--- src/rtl/core_pkg.sv ---
// Shared load/store definitions: funct3 encodings of the memory-mode word,
// bit positions inside ram_mode ({funct3, is_store}), the LSU FSM state type
// and small decode helpers for mode legality and alignment.
package core_pkg;

  localparam logic [2:0] F3_B  = 3'b000;
  localparam logic [2:0] F3_H  = 3'b001;
  localparam logic [2:0] F3_W  = 3'b010;
  localparam logic [2:0] F3_BU = 3'b100;
  localparam logic [2:0] F3_HU = 3'b101;

  localparam int unsigned MODE_ST_BIT = 0;
  localparam int unsigned MODE_F3_LO  = 1;
  localparam int unsigned MODE_F3_HI  = 3;

  typedef enum logic [2:0] {
    IDLE,
    REQ,
    WAIT_R,
    DONE,
    ERR
  } lsu_state_e;

  function automatic logic mode_legal(input logic [3:0] mode);
    logic [2:0] f3;
    f3 = mode[MODE_F3_HI:MODE_F3_LO];
    if (mode[MODE_ST_BIT])
      return (f3 == F3_B) || (f3 == F3_H) || (f3 == F3_W);
    return (f3 == F3_B) || (f3 == F3_H) || (f3 == F3_W) ||
           (f3 == F3_BU) || (f3 == F3_HU);
  endfunction

  // funct3[1:0] carries the access size for both signed and unsigned forms.
  function automatic logic misaligned(input logic [2:0] f3, input logic [1:0] a);
    case (f3[1:0])
      2'b01:   return a[0];
      2'b10:   return |a;
      default: return 1'b0;
    endcase
  endfunction

endpackage

--- src/rtl/lsu_ram_ctrl_if.sv ---
// Data-memory port of the load/store unit (req/gnt/rvalid protocol).
//   master : LSU side  - drives mem_req/we/addr/be/wdata, receives gnt/rvalid/rdata
//   slave  : RAM side  - the mirror image
interface lsu_ram_ctrl_if #(
  parameter int unsigned ADDR_W = 32
);
  logic              mem_req;
  logic              mem_we;
  logic [ADDR_W-1:0] mem_addr;
  logic [3:0]        mem_be;
  logic [31:0]       mem_wdata;
  logic              mem_gnt;
  logic              mem_rvalid;
  logic [31:0]       mem_rdata;

  modport master (
    output mem_req, mem_we, mem_addr, mem_be, mem_wdata,
    input  mem_gnt, mem_rvalid, mem_rdata
  );

  modport slave (
    input  mem_req, mem_we, mem_addr, mem_be, mem_wdata,
    output mem_gnt, mem_rvalid, mem_rdata
  );
endinterface

--- src/rtl/lsu_align.sv ---
// Byte-lane helper for 32-bit little-endian memory accesses.
//   funct3_i    : access size/signedness (funct3 encoding)
//   addr_lo_i   : byte offset within the word
//   wdata_i     : raw store data      -> wdata_o : lane-replicated store data
//   rdata_raw_i : raw read word       -> rdata_o : extracted, extended load data
//   be_o        : byte enables for the access
module lsu_align
  import core_pkg::*;
(
  input  logic [2:0]  funct3_i,
  input  logic [1:0]  addr_lo_i,
  input  logic [31:0] wdata_i,
  input  logic [31:0] rdata_raw_i,
  output logic [3:0]  be_o,
  output logic [31:0] wdata_o,
  output logic [31:0] rdata_o
);

  logic [31:0] shifted;
  logic        unsigned_ld;

  assign shifted     = rdata_raw_i >> {addr_lo_i, 3'b000};
  assign unsigned_ld = funct3_i[2];

  always_comb begin
    be_o    = 4'b1111;
    wdata_o = wdata_i;
    rdata_o = rdata_raw_i;
    case (funct3_i[1:0])
      2'b00: begin
        be_o    = 4'b0001 << addr_lo_i;
        wdata_o = {4{wdata_i[7:0]}};
        rdata_o = {{24{shifted[7] & ~unsigned_ld}}, shifted[7:0]};
      end
      2'b01: begin
        be_o    = 4'b0011 << addr_lo_i;
        wdata_o = {2{wdata_i[15:0]}};
        rdata_o = {{16{shifted[15] & ~unsigned_ld}}, shifted[15:0]};
      end
      default: ;
    endcase
  end

endmodule

--- src/rtl/lsu_ram_ctrl.sv ---
// Load/store unit: turns one decoded memory request into a single word-aligned
// req/gnt/rvalid transaction, stalls the core with busy and reports completion
// with a one-cycle done (err for misaligned/illegal/timeout).
//   clk, rst_n        : clock, synchronous active-low reset
//   req, ram_mode,
//   addr, wdata       : request from execute ({funct3, is_store}, byte address)
//   busy, done, err,
//   rdata             : status and extended load result (held until next done)
//   dmem              : data-memory port (master side)
module lsu_ram_ctrl
  import core_pkg::*;
#(
  parameter int unsigned ADDR_W  = 32,
  parameter int unsigned TIMEOUT = 16
) (
  input  logic              clk,
  input  logic              rst_n,
  input  logic              req,
  input  logic [3:0]        ram_mode,
  input  logic [ADDR_W-1:0] addr,
  input  logic [31:0]       wdata,
  output logic              busy,
  output logic              done,
  output logic              err,
  output logic [31:0]       rdata,
  lsu_ram_ctrl_if.master    dmem
);

  localparam int unsigned CNT_W = $clog2(TIMEOUT);
  localparam logic [CNT_W-1:0] CNT_LAST = CNT_W'(TIMEOUT - 1);

  lsu_state_e        state_q, state_d;
  logic [3:0]        mode_q, mode_d;
  logic [1:0]        addr_lo_q, addr_lo_d;
  logic [31:0]       rdata_q, rdata_d;
  logic              mem_req_q, mem_req_d;
  logic              mem_we_q, mem_we_d;
  logic [ADDR_W-1:0] mem_addr_q, mem_addr_d;
  logic [3:0]        mem_be_q, mem_be_d;
  logic [31:0]       mem_wdata_q, mem_wdata_d;
  logic [CNT_W-1:0]  cnt_q, cnt_d;

  // Lane logic is shared: in IDLE it shapes the incoming request, afterwards it
  // extracts read data using the latched mode/offset.
  logic [2:0]  al_funct3;
  logic [1:0]  al_addr_lo;
  logic [3:0]  al_be;
  logic [31:0] al_wdata;
  logic [31:0] al_rdata;

  assign al_funct3  = (state_q == IDLE) ? ram_mode[MODE_F3_HI:MODE_F3_LO]
                                        : mode_q[MODE_F3_HI:MODE_F3_LO];
  assign al_addr_lo = (state_q == IDLE) ? addr[1:0] : addr_lo_q;

  lsu_align u_align (
    .funct3_i    (al_funct3),
    .addr_lo_i   (al_addr_lo),
    .wdata_i     (wdata),
    .rdata_raw_i (dmem.mem_rdata),
    .be_o        (al_be),
    .wdata_o     (al_wdata),
    .rdata_o     (al_rdata)
  );

  always_ff @(posedge clk) begin
    if (!rst_n) begin
      state_q     <= IDLE;
      mode_q      <= '0;
      addr_lo_q   <= '0;
      rdata_q     <= '0;
      mem_req_q   <= 1'b0;
      mem_we_q    <= 1'b0;
      mem_addr_q  <= '0;
      mem_be_q    <= '0;
      mem_wdata_q <= '0;
      cnt_q       <= '0;
    end else begin
      state_q     <= state_d;
      mode_q      <= mode_d;
      addr_lo_q   <= addr_lo_d;
      rdata_q     <= rdata_d;
      mem_req_q   <= mem_req_d;
      mem_we_q    <= mem_we_d;
      mem_addr_q  <= mem_addr_d;
      mem_be_q    <= mem_be_d;
      mem_wdata_q <= mem_wdata_d;
      cnt_q       <= cnt_d;
    end
  end

  always_comb begin
    state_d     = state_q;
    mode_d      = mode_q;
    addr_lo_d   = addr_lo_q;
    rdata_d     = rdata_q;
    mem_req_d   = mem_req_q;
    mem_we_d    = mem_we_q;
    mem_addr_d  = mem_addr_q;
    mem_be_d    = mem_be_q;
    mem_wdata_d = mem_wdata_q;
    cnt_d       = cnt_q;
    case (state_q)
      IDLE: begin
        if (req) begin
          mode_d    = ram_mode;
          addr_lo_d = addr[1:0];
          if (!mode_legal(ram_mode) ||
              misaligned(ram_mode[MODE_F3_HI:MODE_F3_LO], addr[1:0])) begin
            state_d = ERR;
          end else begin
            state_d     = REQ;
            mem_req_d   = 1'b1;
            mem_we_d    = ram_mode[MODE_ST_BIT];
            mem_addr_d  = {addr[ADDR_W-1:2], 2'b00};
            mem_be_d    = al_be;
            mem_wdata_d = al_wdata;
            cnt_d       = '0;
          end
        end
      end
      REQ: begin
        if (dmem.mem_gnt) begin
          mem_req_d = 1'b0;
          mem_we_d  = 1'b0;
          cnt_d     = '0;
          state_d   = mode_q[MODE_ST_BIT] ? DONE : WAIT_R;
        end else if (cnt_q == CNT_LAST) begin
          mem_req_d = 1'b0;
          mem_we_d  = 1'b0;
          state_d   = ERR;
        end else begin
          cnt_d = cnt_q + CNT_W'(1);
        end
      end
      WAIT_R: begin
        if (dmem.mem_rvalid) begin
          rdata_d = al_rdata;
          state_d = DONE;
        end else if (cnt_q == CNT_LAST) begin
          state_d = ERR;
        end else begin
          cnt_d = cnt_q + CNT_W'(1);
        end
      end
      DONE:    state_d = IDLE;
      ERR:     state_d = IDLE;
      default: state_d = IDLE;
    endcase
  end

  assign busy  = (state_q != IDLE);
  assign done  = (state_q == DONE) || (state_q == ERR);
  assign err   = (state_q == ERR);
  assign rdata = rdata_q;

  assign dmem.mem_req   = mem_req_q;
  assign dmem.mem_we    = mem_we_q;
  assign dmem.mem_addr  = mem_addr_q;
  assign dmem.mem_be    = mem_be_q;
  assign dmem.mem_wdata = mem_wdata_q;

endmodule

--- src/flat_wrapper.sv ---
// flat-port wrapper written by rule: the top's interface ports become plain ports
module lsu_ram_ctrl_flat import core_pkg::*;
#(
  parameter int unsigned ADDR_W  = 32,
  parameter int unsigned TIMEOUT = 16
)
  (clk, rst_n, req, ram_mode, addr, wdata, busy, done, err, rdata, dmem_mem_req, dmem_mem_we, dmem_mem_addr, dmem_mem_be, dmem_mem_wdata, dmem_mem_gnt, dmem_mem_rvalid, dmem_mem_rdata);
  lsu_ram_ctrl_if #(.ADDR_W(ADDR_W)) dmem_i ();
  input  logic clk;
  input  logic rst_n;
  input  logic req;
  input  logic [3:0] ram_mode;
  input  logic [ADDR_W-1:0] addr;
  input  logic [31:0] wdata;
  output logic busy;
  output logic done;
  output logic err;
  output logic [31:0] rdata;
  output wire logic [$bits(dmem_i.mem_req)-1:0] dmem_mem_req;
  output wire logic [$bits(dmem_i.mem_we)-1:0] dmem_mem_we;
  output wire logic [$bits(dmem_i.mem_addr)-1:0] dmem_mem_addr;
  output wire logic [$bits(dmem_i.mem_be)-1:0] dmem_mem_be;
  output wire logic [$bits(dmem_i.mem_wdata)-1:0] dmem_mem_wdata;
  input wire logic [$bits(dmem_i.mem_gnt)-1:0] dmem_mem_gnt;
  input wire logic [$bits(dmem_i.mem_rvalid)-1:0] dmem_mem_rvalid;
  input wire logic [$bits(dmem_i.mem_rdata)-1:0] dmem_mem_rdata;
  assign dmem_mem_req = dmem_i.mem_req;
  assign dmem_mem_we = dmem_i.mem_we;
  assign dmem_mem_addr = dmem_i.mem_addr;
  assign dmem_mem_be = dmem_i.mem_be;
  assign dmem_mem_wdata = dmem_i.mem_wdata;
  assign dmem_i.mem_gnt = dmem_mem_gnt;
  assign dmem_i.mem_rvalid = dmem_mem_rvalid;
  assign dmem_i.mem_rdata = dmem_mem_rdata;
  lsu_ram_ctrl #(.ADDR_W(ADDR_W), .TIMEOUT(TIMEOUT)) u_core (.clk(clk), .rst_n(rst_n), .req(req), .ram_mode(ram_mode), .addr(addr), .wdata(wdata), .busy(busy), .done(done), .err(err), .rdata(rdata), .dmem(dmem_i));
endmodule
--- config.mk ---
export PLATFORM = sky130hd
export DESIGN_NAME = lsu_ram_ctrl_flat
export DESIGN_NICKNAME = d
export VERILOG_FILES = /design/src/rtl/core_pkg.sv /design/src/rtl/lsu_ram_ctrl_if.sv /design/src/rtl/lsu_align.sv /design/src/rtl/lsu_ram_ctrl.sv /design/src/flat_wrapper.sv
export SDC_FILE = /design/constraint.sdc
export NUM_CORES = 1
export LEC_CHECK = 0
export BUFFER_PORTS_ARGS = -buffer_cell sky130_fd_sc_hd__buf_2
export CAP_MARGIN = 20
export CORE_MARGIN = 1
export CORE_UTILIZATION = 37
export CTS_CLUSTER_DIAMETER = 80
export DETAILED_ROUTE_END_ITERATION = 16
export GPL_TIMING_DRIVEN = 0
export PLACE_DENSITY = 0.61
export SLEW_MARGIN = 20
export SYNTH_ARGS = -nofsm -noshare
export SYNTH_HDL_FRONTEND = slang
export SYNTH_SLANG_ARGS = --single-unit
--- constraint.sdc ---
create_clock -name clk -period 3.9 [get_ports clk]
set_clock_uncertainty 0.2 [all_clocks]
set_input_delay 0.78 -clock clk [delete_from_list [all_inputs] [get_ports clk]]
set_output_delay 0.78 -clock clk [all_outputs]
set_load 0.01 [all_outputs]
==> summary.txt <==
Synthesis
  • Number of enable flip-flop cells after synthesis: 0
  • Synth area leaders: dfxtp_1 (42%), nand2_1 (10%), a21oi_1 (7.5%)
  • Synthesized area: 0.00539 sq mm
  • Netlist cell types: 54
  • Syn avg cell area: 7.97 sq um
  • Synth Area in Compound Gates: 25.7%
  • Post-Synthesis Cells: 676
  • Warnings from Yosys: 0
  • Post-Synth XOR/XNOR Area: 0%
  • Yosys top cell area share: 42.0%
  • Synthesis-stage register bit count: 113
  • Yosys top cell by area: dfxtp_1
  • Synth Flop Type: dfxtp_1
  • Adder-cell share of the synthesized area: 0.929%
  • Largest family of logic cells by synthesized area: compound AO/OA/AOI/OAI gates
  • Most frequent cell after synthesis: nand2_1
  • Mux cell area share after synthesis: 5.99%
  • Sequential fraction of the synthesis area: 42.0%
  • Synth Area in Simple Gates: 20.1%
  • Ys async rst share: 0%
  • Synth top cells by count: nand2_1 (148), dfxtp_1 (113), a21oi_1 (81), o21ai_0 (47), nor2_1 (41)

Run
  • Max-cap viol count: 0

Drt
  • Routed WL: 18,200 um
  • Detail Route Antenna Nets: 0
  • Detailed-route via count: 5,776
  • Initial DRC count: 398
  • Drt wl/cell: 16.6 um
  • Pre-antenna DRT Iters: 4
  • Vias/cell: 5.27
  • # DRC: 0

Power and ir drop
  • Peak supply drop: 404 uV
  • Lkg Pwr: 3.34 nW
  • PD cells: 493 mW/mm^2
  • Final Power: 0.00362 W

Setup path
  • CP Class: in2reg
  • CP required: 3.97 ns
  • CP endpoint kind: flip-flop
  • CP Max Fanout: 10
  • Worst Setup Start Kind: input port
  • Crit path DAT: 3.00 ns
  • Internal reg-to-reg setup slack: 1.36 ns

STA
  • Final hold vios: 0
  • Fmax: 342 MHz
  • Final setup fails: 0
  • Total Negative Setup Slacks: 0 ns
  • Worst-Margin Slew: 0.843 ns
  • Setup ws final: 0.974 ns
  • Period utilization: 75.0%
  • Tmin final: 2.93 ns
  • RSZ-0062 raised after global routing: no
  • Slew Limit Fails: 0
  • Relative slew slack: 42.2%

GRT
  • Largest net degree at the start of global routing: 17
  • Met1 Use GR: 32.2%
  • Grt met3 use: 5.07%
  • Vias in the first global route: 5,265
  • Most Used Layer, Global Route: met2
  • Overall Global Routing Usage: 24.2%
  • First-pass GRT wire length: 27,600 um
  • GR Layer Usage met2: 37.9%
  • Initial antenna violation count: 0
  • Global route total overflow: 0

Clocking
  • CTS buffer count: 17
  • CTS tree: done
  • Cts repair resizes: 0
  • CTS clk-pin slew, worst paths: 0.05 ns
  • Post-CTS Hold Buffers: 0
  • Clock Path Buffers: 2
  • Worst-Skew Late Latency: 0.41 ns
  • CTS Sinks: 113
  • Post-CTS Setup Bufs: 0
  • Total number of H-tree levels: 4
  • CTS Root Cell: clkbuf_16

Die
  • Die Span X: 123 um
  • I/O pins: 210
  • Core Box Area: 0.0140 sq mm
  • DIE HEIGHT: 123 um
  • Row count: 43
  • Initial Util: 38.4%
  • Die area: 0.0151 sq mm

Place
  • Inst Count DP: 1,063
  • Port bufs: 206
  • RD Place Congestion: 0.872
  • Dpl cell area: 0.00665 sq mm
  • Place WS: 0.555 ns
  • DP HPWL: 13,400 um

Cells and area
  • Layout Cells excl Fill: 1,095
  • Share of cells above drive strength 1: 29.9%
  • Cell area after layout: 0.00733 sq mm
  • Layout area overhead: 36.1%
  • N_diodes: 0
  • Layout Nets: 1,011

Min path
  • Hold Path Class: reg2reg

Run status
  • Outcome: completed
## routing by layer
layer  vias to the layer above  wire length [um]
li1                       2874                 -
met2                       206              8330
met3                        28              1020
met1                      2668              8440
met5                         -                 0
met4                         0               404
## sequential cells by signal (all words and copies together), names as in the netlist
| signal | count |
|---|---|
| u_core.addr_lo_q | 2 |
| u_core.rdata | 32 |
| u_core.state_q | 3 |
| u_core.mode_q | 4 |
| u_core.dmem.mem_addr | 30 |
| u_core.dmem.mem_we | 1 |
| u_core.dmem.mem_wdata | 32 |
| u_core.cnt_q | 4 |
| u_core.dmem.mem_req | 1 |
| u_core.dmem.mem_be | 4 |
## report_power, final
group / internal [W] / switching (W)
combinational: 0.000220 / 0.000356
clock: 0.00124 / 0.000566
sequential: 0.00121 / 0.0000278
total: 0.00267 / 0.000950
## path summary, 6_finish.rpt
path / from / end / depth (start not counted)
setup / recovery: ram_mode[2] / u_core.dmem.mem_wdata[13] / 10
setup reg to reg: u_core.state_q[2] / u_core.dmem.mem_wdata[16] / 8
hold reg to reg: u_core.rdata[6] / u_core.rdata[6] / 2
hold / removal: u_core.rdata[6] / u_core.rdata[6] / 2
## worst max-delay path, stage by stage
cell	delay, ns
buf_2	0.09
clkbuf_1	0.31
inv_1	0.11
ha_1	0.23
o21a_1	0.19
o21a_1	0.22
nor3_1	0.25
buf_2	0.29
clkbuf_1	0.39
a211oi_1	0.14
## cell usage in the layout, fill, tap and decap left out, types with 3 or more instances in the layout
cell,instances
nand2_1,148
nor2b_1,5
nor3b_1,3
mux2_2,14
o211a_1,3
a222oi_1,6
a2111oi_0,7
a31oi_1,4
o22ai_1,9
ha_1,4
o21ai_0,47
nor3_1,5
clkbuf_16,17
a311oi_1,10
dfxtp_1,113
nand2b_1,7
nor2_1,41
a221oi_1,3
buf_4,4
o21a_1,3
o21bai_1,4
a211oi_1,17
clkbuf_1,34
a21oi_1,81
nand3_1,9
bufinv_16,6
mux2i_1,15
and3_1,14
buf_2,217
inv_1,11
o2bb2ai_1,6
o221ai_1,7
## kinds of logic (layout without fill, tap and decap cells)
logic type / count (synthesis) / count (layout)
compound gates: 218 / 218
fa+ha+maj: 4 / 4
buf+inv: 64 / 302
flops: 113 / 113
mux: 30 / 30
other cells: 1 / 2
simple gates: 246 / 246
## metrics by stage
step / utilization, % / hold WS (ns)
2_1_floorplan: - / 0.234
6_report: 52.2 / 0.248
4_1_cts: 52.2 / 0.251
3_3_place_gp: 47.3 / 0.232
3_5_place_dp: 47.3 / 0.237
5_1_grt: 52.2 / 0.265
## layout make-up
| class | count | area (sq um) |
|---|---|---|
| buffer | 51 | 235 |
| tap | 180 | 225 |
| fill | 1403 | 6710 |
| timing repair buffer | 206 | 1030 |
| multi-input combinational | 500 | 2850 |
| clock inverter | 12 | 228 |
| sequential | 113 | 2260 |
| clock buffer | 20 | 457 |
| inverter | 13 | 48.8 |
Power figures use the tool's default switching activity.
